<file path="src/rtl/sd_cmd_pkg.sv">
// Shared definitions for the SD CMD-line serial host.
// Holds the FSM state type, frame/response widths and the bit positions
// inside the 2-bit response setting.
package sd_cmd_pkg;

  typedef enum logic [2:0] {
    ST_IDLE     = 3'd0,
    ST_TX       = 3'd1,
    ST_WAIT     = 3'd2,
    ST_RX       = 3'd3,
    ST_NCC_WAIT = 3'd4,
    ST_FIN      = 3'd5
  } state_t;

  localparam int CMD_FRAME_W = 48;
  localparam int RSP_SHORT_W = 48;
  localparam int RSP_LONG_W  = 136;
  localparam int CRC_W       = 7;

  // setting_i bit positions
  localparam int SET_RSP_BIT  = 0;
  localparam int SET_LONG_BIT = 1;

  // Bit counter covers the 136-bit long response and the NCC gap.
  localparam int CNT_W = 8;
  typedef logic [CNT_W-1:0] cnt_t;

endpackage

</file>
<file path="src/rtl/sd_crc_7.sv">
// Serial CRC7 generator/checker, polynomial x^7 + x^3 + 1, MSB first.
// Ports:
//   clk, rst : clock and asynchronous active-high reset
//   clr      : synchronous clear of the remainder (wins over en)
//   en       : shift bit_in into the remainder this cycle
//   bit_in   : serial data bit
//   crc      : current remainder
module sd_crc_7
  import sd_cmd_pkg::*;
(
  input  logic             clk,
  input  logic             rst,
  input  logic             clr,
  input  logic             en,
  input  logic             bit_in,
  output logic [CRC_W-1:0] crc
);

  logic fb_s;

  assign fb_s = bit_in ^ crc[CRC_W-1];

  // Remainder register: LFSR form with taps at x^3 and x^0.
  always_ff @(posedge clk or posedge rst) begin
    if (rst) begin
      crc <= 7'd0;
    end else if (clr) begin
      crc <= 7'd0;
    end else if (en) begin
      crc <= {crc[CRC_W-2:0], 1'b0} ^ ({CRC_W{fb_s}} & 7'h09);
    end else begin
      crc <= crc;
    end
  end

endmodule

</file>
<file path="src/rtl/sd_cmd_serial_host.sv">
// Bit-level SD CMD line engine. Serialises a 40-bit command with CRC7 and
// end bit, then optionally receives a 48- or 136-bit response, checking
// CRC7 and index.
// Ports:
//   sd_clk, rst          : SD clock, asynchronous active-high reset
//   start_i              : one-cycle request, honoured only in IDLE
//   setting_i[1:0]       : bit0 response expected, bit1 long response
//   cmd_i[39:0]          : {start, dir, index, arg}, captured with start_i
//   go_idle_i            : synchronous abort back to IDLE
//   cmd_dat_i            : CMD line from the pad
//   cmd_out_o, cmd_oe_o  : CMD line drive value and output enable
//   response_o[119:0]    : received content field, MSB aligned
//   crc_ok_o, index_ok_o : response checks, valid from the FIN cycle
//   finish_o             : one-cycle end-of-transfer pulse
module sd_cmd_serial_host
  import sd_cmd_pkg::*;
#(
  parameter int NCC = 8
) (
  input  logic          sd_clk,
  input  logic          rst,
  input  logic          start_i,
  input  logic [1:0]    setting_i,
  input  logic [39:0]   cmd_i,
  input  logic          go_idle_i,
  input  logic          cmd_dat_i,
  output logic          cmd_out_o,
  output logic          cmd_oe_o,
  output logic [119:0]  response_o,
  output logic          crc_ok_o,
  output logic          index_ok_o,
  output logic          finish_o
);

  // The first two response bits (start, direction) are never needed, so the
  // shift register keeps only the low RSP_LONG_W-2 bits.
  localparam int RX_KEEP_W = RSP_LONG_W - 2;

  state_t                 state_r;
  state_t                 state_nxt_s;
  cnt_t                   cnt_r;
  logic [39:0]            cmd_r;
  logic                   rsp_r;
  logic                   long_r;
  logic [RX_KEEP_W-2:0]   rx_sr_r;
  logic [RX_KEEP_W-1:0]   rx_full_s;
  logic                   cmd_out_r;
  logic                   cmd_oe_r;
  logic                   finish_r;
  logic [119:0]           response_r;
  logic                   crc_ok_r;
  logic                   index_ok_r;

  logic [CRC_W-1:0]       crc_s;
  logic                   crc_en_s;
  logic                   crc_clr_s;
  logic                   crc_bit_s;
  logic [CMD_FRAME_W-1:0] tx_word_s;
  logic [5:0]             tx_idx_s;
  logic                   tx_bit_s;
  cnt_t                   last_cnt_s;
  logic                   crc_cover_s;
  logic                   rx_start_s;

  sd_crc_7 u_crc (
    .clk    (sd_clk),
    .rst    (rst),
    .clr    (crc_clr_s),
    .en     (crc_en_s),
    .bit_in (crc_bit_s),
    .crc    (crc_s)
  );

  // CRC bits are only selected once cnt reaches 40, by which time the
  // remainder is final, so the live CRC can sit in the frame word.
  assign tx_word_s  = {cmd_r, crc_s, 1'b1};
  assign tx_idx_s   = 6'd47 - cnt_r[5:0];
  assign tx_bit_s   = tx_word_s[tx_idx_s];
  assign rx_full_s  = {rx_sr_r, cmd_dat_i};
  assign last_cnt_s = long_r ? cnt_t'(RSP_LONG_W - 1) : cnt_t'(RSP_SHORT_W - 1);
  // Short CRC covers bits 47..8 (start bit is a no-op on a cleared CRC);
  // long CRC covers only the 120-bit content, bits 127..8.
  assign crc_cover_s = long_r ? ((cnt_r >= 8'd8) && (cnt_r <= 8'd127))
                              : (cnt_r <= 8'd39);
  // Our own drive must be released before a low line counts as a start bit.
  assign rx_start_s = !cmd_oe_r && !cmd_dat_i;

  // FSM state register.
  always_ff @(posedge sd_clk or posedge rst) begin
    if (rst) begin
      state_r <= ST_IDLE;
    end else begin
      state_r <= state_nxt_s;
    end
  end

  // Next-state logic and CRC control.
  always_comb begin
    state_nxt_s = state_r;
    crc_en_s    = 1'b0;
    crc_clr_s   = 1'b0;
    crc_bit_s   = 1'b0;
    case (state_r)
      ST_IDLE: begin
        if (start_i) begin
          state_nxt_s = ST_TX;
          crc_clr_s   = 1'b1;
        end else begin
          state_nxt_s = ST_IDLE;
        end
      end
      ST_TX: begin
        crc_bit_s = tx_bit_s;
        crc_en_s  = (cnt_r <= 8'd39);
        if (cnt_r == cnt_t'(CMD_FRAME_W - 1)) begin
          state_nxt_s = rsp_r ? ST_WAIT : ST_NCC_WAIT;
        end else begin
          state_nxt_s = ST_TX;
        end
      end
      ST_WAIT: begin
        if (rx_start_s) begin
          state_nxt_s = ST_RX;
          crc_clr_s   = 1'b1;
        end else begin
          state_nxt_s = ST_WAIT;
        end
      end
      ST_RX: begin
        crc_bit_s = cmd_dat_i;
        crc_en_s  = crc_cover_s;
        if (cnt_r == last_cnt_s) begin
          state_nxt_s = ST_FIN;
        end else begin
          state_nxt_s = ST_RX;
        end
      end
      ST_NCC_WAIT: begin
        if (cnt_r == cnt_t'(NCC - 1)) begin
          state_nxt_s = ST_FIN;
        end else begin
          state_nxt_s = ST_NCC_WAIT;
        end
      end
      ST_FIN: begin
        state_nxt_s = ST_IDLE;
      end
      default: begin
        state_nxt_s = ST_IDLE;
      end
    endcase
    if (go_idle_i) begin
      state_nxt_s = ST_IDLE;
    end else begin
      state_nxt_s = state_nxt_s;
    end
  end

  // Datapath: command capture, bit counter, line drive, response capture.
  always_ff @(posedge sd_clk or posedge rst) begin
    if (rst) begin
      cnt_r      <= cnt_t'(0);
      cmd_r      <= 40'd0;
      rsp_r      <= 1'b0;
      long_r     <= 1'b0;
      rx_sr_r    <= '0;
      cmd_out_r  <= 1'b1;
      cmd_oe_r   <= 1'b0;
      finish_r   <= 1'b0;
      response_r <= 120'd0;
      crc_ok_r   <= 1'b0;
      index_ok_r <= 1'b0;
    end else begin
      // finish follows the FIN state by one edge.
      finish_r <= (state_r == ST_FIN) && !go_idle_i;
      if (go_idle_i) begin
        cmd_out_r <= 1'b1;
        cmd_oe_r  <= 1'b0;
        cnt_r     <= cnt_t'(0);
      end else begin
        case (state_r)
          ST_IDLE: begin
            cmd_out_r <= 1'b1;
            cmd_oe_r  <= 1'b0;
            if (start_i) begin
              cmd_r      <= cmd_i;
              rsp_r      <= setting_i[SET_RSP_BIT];
              long_r     <= setting_i[SET_RSP_BIT] & setting_i[SET_LONG_BIT];
              cnt_r      <= cnt_t'(0);
              response_r <= 120'd0;
              crc_ok_r   <= 1'b0;
              index_ok_r <= 1'b0;
            end else begin
              cnt_r <= cnt_r;
            end
          end
          ST_TX: begin
            cmd_out_r <= tx_bit_s;
            cmd_oe_r  <= 1'b1;
            if (cnt_r == cnt_t'(CMD_FRAME_W - 1)) begin
              cnt_r <= cnt_t'(0);
            end else begin
              cnt_r <= cnt_r + cnt_t'(1);
            end
          end
          ST_WAIT: begin
            cmd_out_r <= 1'b1;
            cmd_oe_r  <= 1'b0;
            if (rx_start_s) begin
              cnt_r   <= cnt_t'(1);
              rx_sr_r <= '0;
            end else begin
              cnt_r <= cnt_r;
            end
          end
          ST_RX: begin
            rx_sr_r <= rx_full_s[RX_KEEP_W-2:0];
            cnt_r   <= cnt_r + cnt_t'(1);
            if (cnt_r == last_cnt_s) begin
              crc_ok_r <= (rx_full_s[7:1] == crc_s) && rx_full_s[0];
              if (long_r) begin
                response_r <= rx_full_s[127:8];
                index_ok_r <= (rx_full_s[133:128] == 6'h3F);
              end else begin
                response_r <= {rx_full_s[39:8], 88'd0};
                index_ok_r <= (rx_full_s[45:40] == cmd_r[37:32]);
              end
            end else begin
              response_r <= response_r;
            end
          end
          ST_NCC_WAIT: begin
            cmd_out_r <= 1'b1;
            cmd_oe_r  <= 1'b0;
            cnt_r     <= cnt_r + cnt_t'(1);
          end
          ST_FIN: begin
            cnt_r <= cnt_t'(0);
          end
          default: begin
            cmd_out_r <= 1'b1;
            cmd_oe_r  <= 1'b0;
            cnt_r     <= cnt_t'(0);
          end
        endcase
      end
    end
  end

  assign cmd_out_o  = cmd_out_r;
  assign cmd_oe_o   = cmd_oe_r;
  assign finish_o   = finish_r;
  assign response_o = response_r;
  assign crc_ok_o   = crc_ok_r;
  assign index_ok_o = index_ok_r;

endmodule

</file>
<file path="config.mk">
export PLATFORM = sky130hd
export DESIGN_NAME = sd_cmd_serial_host
export DESIGN_NICKNAME = d
export VERILOG_FILES = /design/src/rtl/sd_cmd_pkg.sv /design/src/rtl/sd_crc_7.sv /design/src/rtl/sd_cmd_serial_host.sv
export SDC_FILE = /design/constraint.sdc
export NUM_CORES = 1
export LEC_CHECK = 0
export CORE_ASPECT_RATIO = 0.6
export CORE_MARGIN = 2
export CORE_UTILIZATION = 56
export DETAILED_ROUTE_END_ITERATION = 8
export PLACE_DENSITY = 0.8
export SLEW_MARGIN = 5
export SYNTH_ARGS = -nofsm -noshare
export SYNTH_HDL_FRONTEND = slang
export SYNTH_SLANG_ARGS = --single-unit
</file>
<file path="constraint.sdc">
create_clock -name sd_clk -period 13.4 [get_ports sd_clk]
set_input_delay 2.01 -clock sd_clk [delete_from_list [all_inputs] [get_ports sd_clk]]
set_output_delay 2.01 -clock sd_clk [all_outputs]
set_load 0.01 [all_outputs]
</file>
==> summary.txt <==
Drt
  • Drt drc: 0
  • Post-detailed-route count of antenna-violating nets: 0
  • Routed len/inst: 16.12 µm
  • Total vias in the final route: 10,140
  • Total wire length after detailed routing: 30.29 mm
  • Iteration-0 DRC Markers: 978
  • First-pass iteration count of the detailed router: 6
  • Drt via density: 5.396

STA
  • Pins over their slew limit: 0
  • Fin crit period: 4.248 ns
  • Largest clock skew in the final design: 0.01244 ns
  • Number of hold-slack violations in the final timing report: 0
  • RSZ-0062 raised after global routing: false
  • Transition time at the pin with the least slew margin: 1.177 ns
  • Post-Route Setup TNS: 0 ns
  • Worst hold margin: 0.4767 ns
  • Final setup viols: 0
  • Worst slew margin relative to its limit: 21.53%
  • Maximum achievable frequency: 235.4 MHz
  • Period utilization: 31.70%

Worst setup path
  • Max Fanout on Critical Path: 125
  • Number of buffers and inverters on the critical path: 2
  • Largest stage delay on the critical path: 1.01 ns
  • Kind of critical path: primary input to flip-flop
  • Data arrival time of the critical path: 4.70 ns
  • Crit-path slowest cell: buf_4
  • Worst EP required: 13.85 ns
  • Crit path cell chain: clkdlybuf4s50_1, nor2_1, nand2_8, buf_4, nand2_1, o31ai_1
  • Crit end category: flip-flop
  • Kind of start point of the critical path: primary input
  • Gate family responsible for the most delay along the worst path: buffers and inverters

Logic synthesis
  • Count of mapped cells out of synthesis: 1,430
  • Number of flip-flops and latches in the synthesized netlist: 318
  • Number of warnings issued by yosys: 0
  • Net count of the mapped netlist: 1,481
  • Proportion of register bits with asynchronous set or reset after synthesis: 100.0%
  • Post-synth top flop: dfrtp_1
  • Area of the mapped netlist: 0.01375 mm²
  • Count of flip-flops with a built-in enable after synthesis: 0
  • Synthesized area per cell: 9.617 µm²
  • Count of distinct cell types in the synthesized netlist: 58
  • Part of the Yosys area used for sequential elements: 57.87%

Clock tree
  • Sink count of the clock tree: 318
  • Maximum level of the CTS H-tree: 1
  • Number of hold buffers added after CTS: 0
  • CTS tree: done
  • Clock root buffer: clkbuf_16
  • Post-CTS setup buffer count: 0
  • Count of instances resized after the clock tree is built: 0
  • Total CTS buffers: 29
  • Clock network latency to the later pin of the worst-skew pair: 0.55 ns
  • Number of buffers between clock root and the deepest sink: 3
  • Clock transition time at the flip-flop clock pins of the worst setup and hold paths: 0.06 ns

Global route
  • Vias in the first global route: 9,876
  • First-pass GRT wire length: 50.92 mm
  • Aggregate global routing overflow: 0
  • Initial antenna violation count: 0
  • Pin count of the biggest net entering global routing: 267
  • All-layer global routing usage: 24.29%

Floorplan
  • Starting Density: 56.90%
  • Core area: 0.02417 mm²
  • Row cnt: 44
  • Count of boundary I/O pins: 172
  • Chip width: 206.3 µm
  • Chip Height: 125.4 µm
  • Area of the die: 0.02587 mm²

Final layout
  • Cell Count, Final, Fillers Out: 1,879
  • Number of nets in the layout: 1,585
  • Signed area change from the synthesized netlist to the final layout: 20.03%
  • Layout filler cell count: 1,883
  • Number of antenna repair diodes: 0
  • Share of post-route cells with drive strength above 1: 4.689%
  • Sequential Area: 0.007960 mm²
  • Multi-input combinational cell area: 0.005336 mm²

Place
  • Last weighted congestion value of the routability-driven placer: 0.8366
  • Placed wire-length estimate: 19.03 mm
  • Port bufs: 171
  • Number of instances in the placed design: 1,825

Power and ir drop
  • Worst IR drop on VDD: 107.6 µV
  • Power Dens Cells: 118.9 mW/mm²
  • Leak Pwr: 6.603 nW

Job
  • Max Cap Viol: 0

Outcome
  • Run status: finished clean

Worst hold path
  • Min-delay worst type: flip-flop to flip-flop
==> layer usage <==
layer	up-vias	track usage, %	share of wire (%)
li1	4972	-	-
met1	4887	38.99	49
met2	242	35.25	43
met3	39	4.380	6.2
met4	0	3.655	1.4
met5	-	0	0
==> registers in the layout (all words and copies together) (netlist names) <==
name        cells
finish_o        1
cmd_out_o       1
crc_ok_o        1
long_r          1
rsp_r           1
rx_sr_r       133
cmd_oe_o        1
index_ok_o      1
cnt_r           8
state_r         3
cmd_r          40
u_crc.crc       7
response_o    120
==> synth_stat cells, types with 2 or more instances <==
cell type	n	area share [%]
nor2_1	30	0.82
a21oi_1	10	0.36
inv_1	8	0.22
buf_6	3	0.25
nand4_1	7	0.32
and2_1	4	0.18
xnor2_1	11	0.70
dfrtp_1	317	58
ha_1	4	0.36
nor3_1	7	0.25
a311oi_1	2	0.13
mux2_1	42	3.4
a211o_1	2	0.13
o21ai_1	225	8.2
nand3_1	8	0.29
o31ai_1	32	1.7
clkbuf_1	79	2.2
nand4bb_1	2	0.16
and4_1	2	0.13
nand2b_1	7	0.32
nor2b_1	3	0.14
mux2i_1	53	3.9
xor2_1	8	0.51
a31oi_1	2	0.091
mux4_2	5	0.82
o21a_1	2	0.11
nand2_1	498	14
mux2_2	2	0.16
buf_2	15	0.55
buf_1	8	0.22
a211oi_1	3	0.16
o211ai_1	2	0.11
a22oi_1	2	0.11
==> placed cells by master (no fill, tap or decap), drive strengths merged, types with 4 or more instances in the layout <==
cell type / count
a21oi: 10
and2: 4
buf: 8
clkbuf: 48
clkdlybuf4s50: 171
clkinv: 5
dfrtp: 317
ha: 4
inv: 9
mux2: 44
mux2i: 54
mux4: 5
nand2: 499
nand2b: 7
nand3: 8
nand4: 7
nor2: 30
nor3: 7
o21ai: 225
o31ai: 33
xnor2: 11
xor2: 8
==> logic make-up after synthesis <==
| logic type | share of synthesized area [%] |
|---|---|
| AOI/OAI and AO/OA | 11.91 |
| xor gates and xnor gates | 1.210 |
| adders and majority gates | 0.4367 |
| buffers and inverters | 3.466 |
| DFF | 57.87 |
| muxes | 8.380 |
| and+or+nand+nor | 16.72 |
==> per-stage QoR <==
| step | power [mW] | worst slack [ns] | area, µm² | utilization, % |
|---|---|---|---|---|
| detailed placement | 1.155 | 8.607 | 15540 | 64.29 |
| global route | 2.040 | 8.852 | 16510 | 68.30 |
| floorplan | 1.113 | 2.592 | 13750 | - |
| global placement | 1.149 | 8.676 | 15540 | 64.29 |
| CTS | 1.979 | 9.164 | 16510 | 68.30 |
| finish | 1.962 | 9.152 | 16510 | 68.30 |
==> cell type report <==
class / count / share of cell area [%]
sequential: 318 / 48.23
multi-input combinational: 997 / 32.33
timing repair buffer: 179 / 10.89
clock buffer: 48 / 5.556
tap: 322 / 2.441
clock inverter: 6 / 0.3108
inverter: 9 / 0.2502
==> worst reg2reg max path, stage by stage (launching register included) <==
cell       delay [ns]
dfrtp_1          1.04
ha_1             0.38
nand2_1          0.11
a2111oi_2        0.43
nand2_1          0.15
mux2i_1          0.41
nand2_8          0.42
buf_4            0.68
o41ai_2          0.46
==> where the power goes <==
group	internal, mW	switching, mW	leakage [nW]
combinational	0.0552	0.0729	1.78
clock	0.468	0.358	0.475
sequential	0.988	0.0198	4.34
total	1.51	0.451	6.60
==> worst paths after layout <==
check                            endpoint           start  slack (ns)  depth (start not counted)
setup / recovery           response_o[92]       go_idle_i        9.15                          6
hold / removal             response_o[89]  response_o[89]        0.48                          2
setup reg to reg                 crc_ok_o        cnt_r[1]        9.22                          8
hold reg to reg            response_o[89]  response_o[89]        0.48                          2
max in group asynchronous    rx_sr_r[131]             rst        9.95                          3
min in group asynchronous        finish_o             rst        2.01                          2
Power figures use the tool's default switching activity.
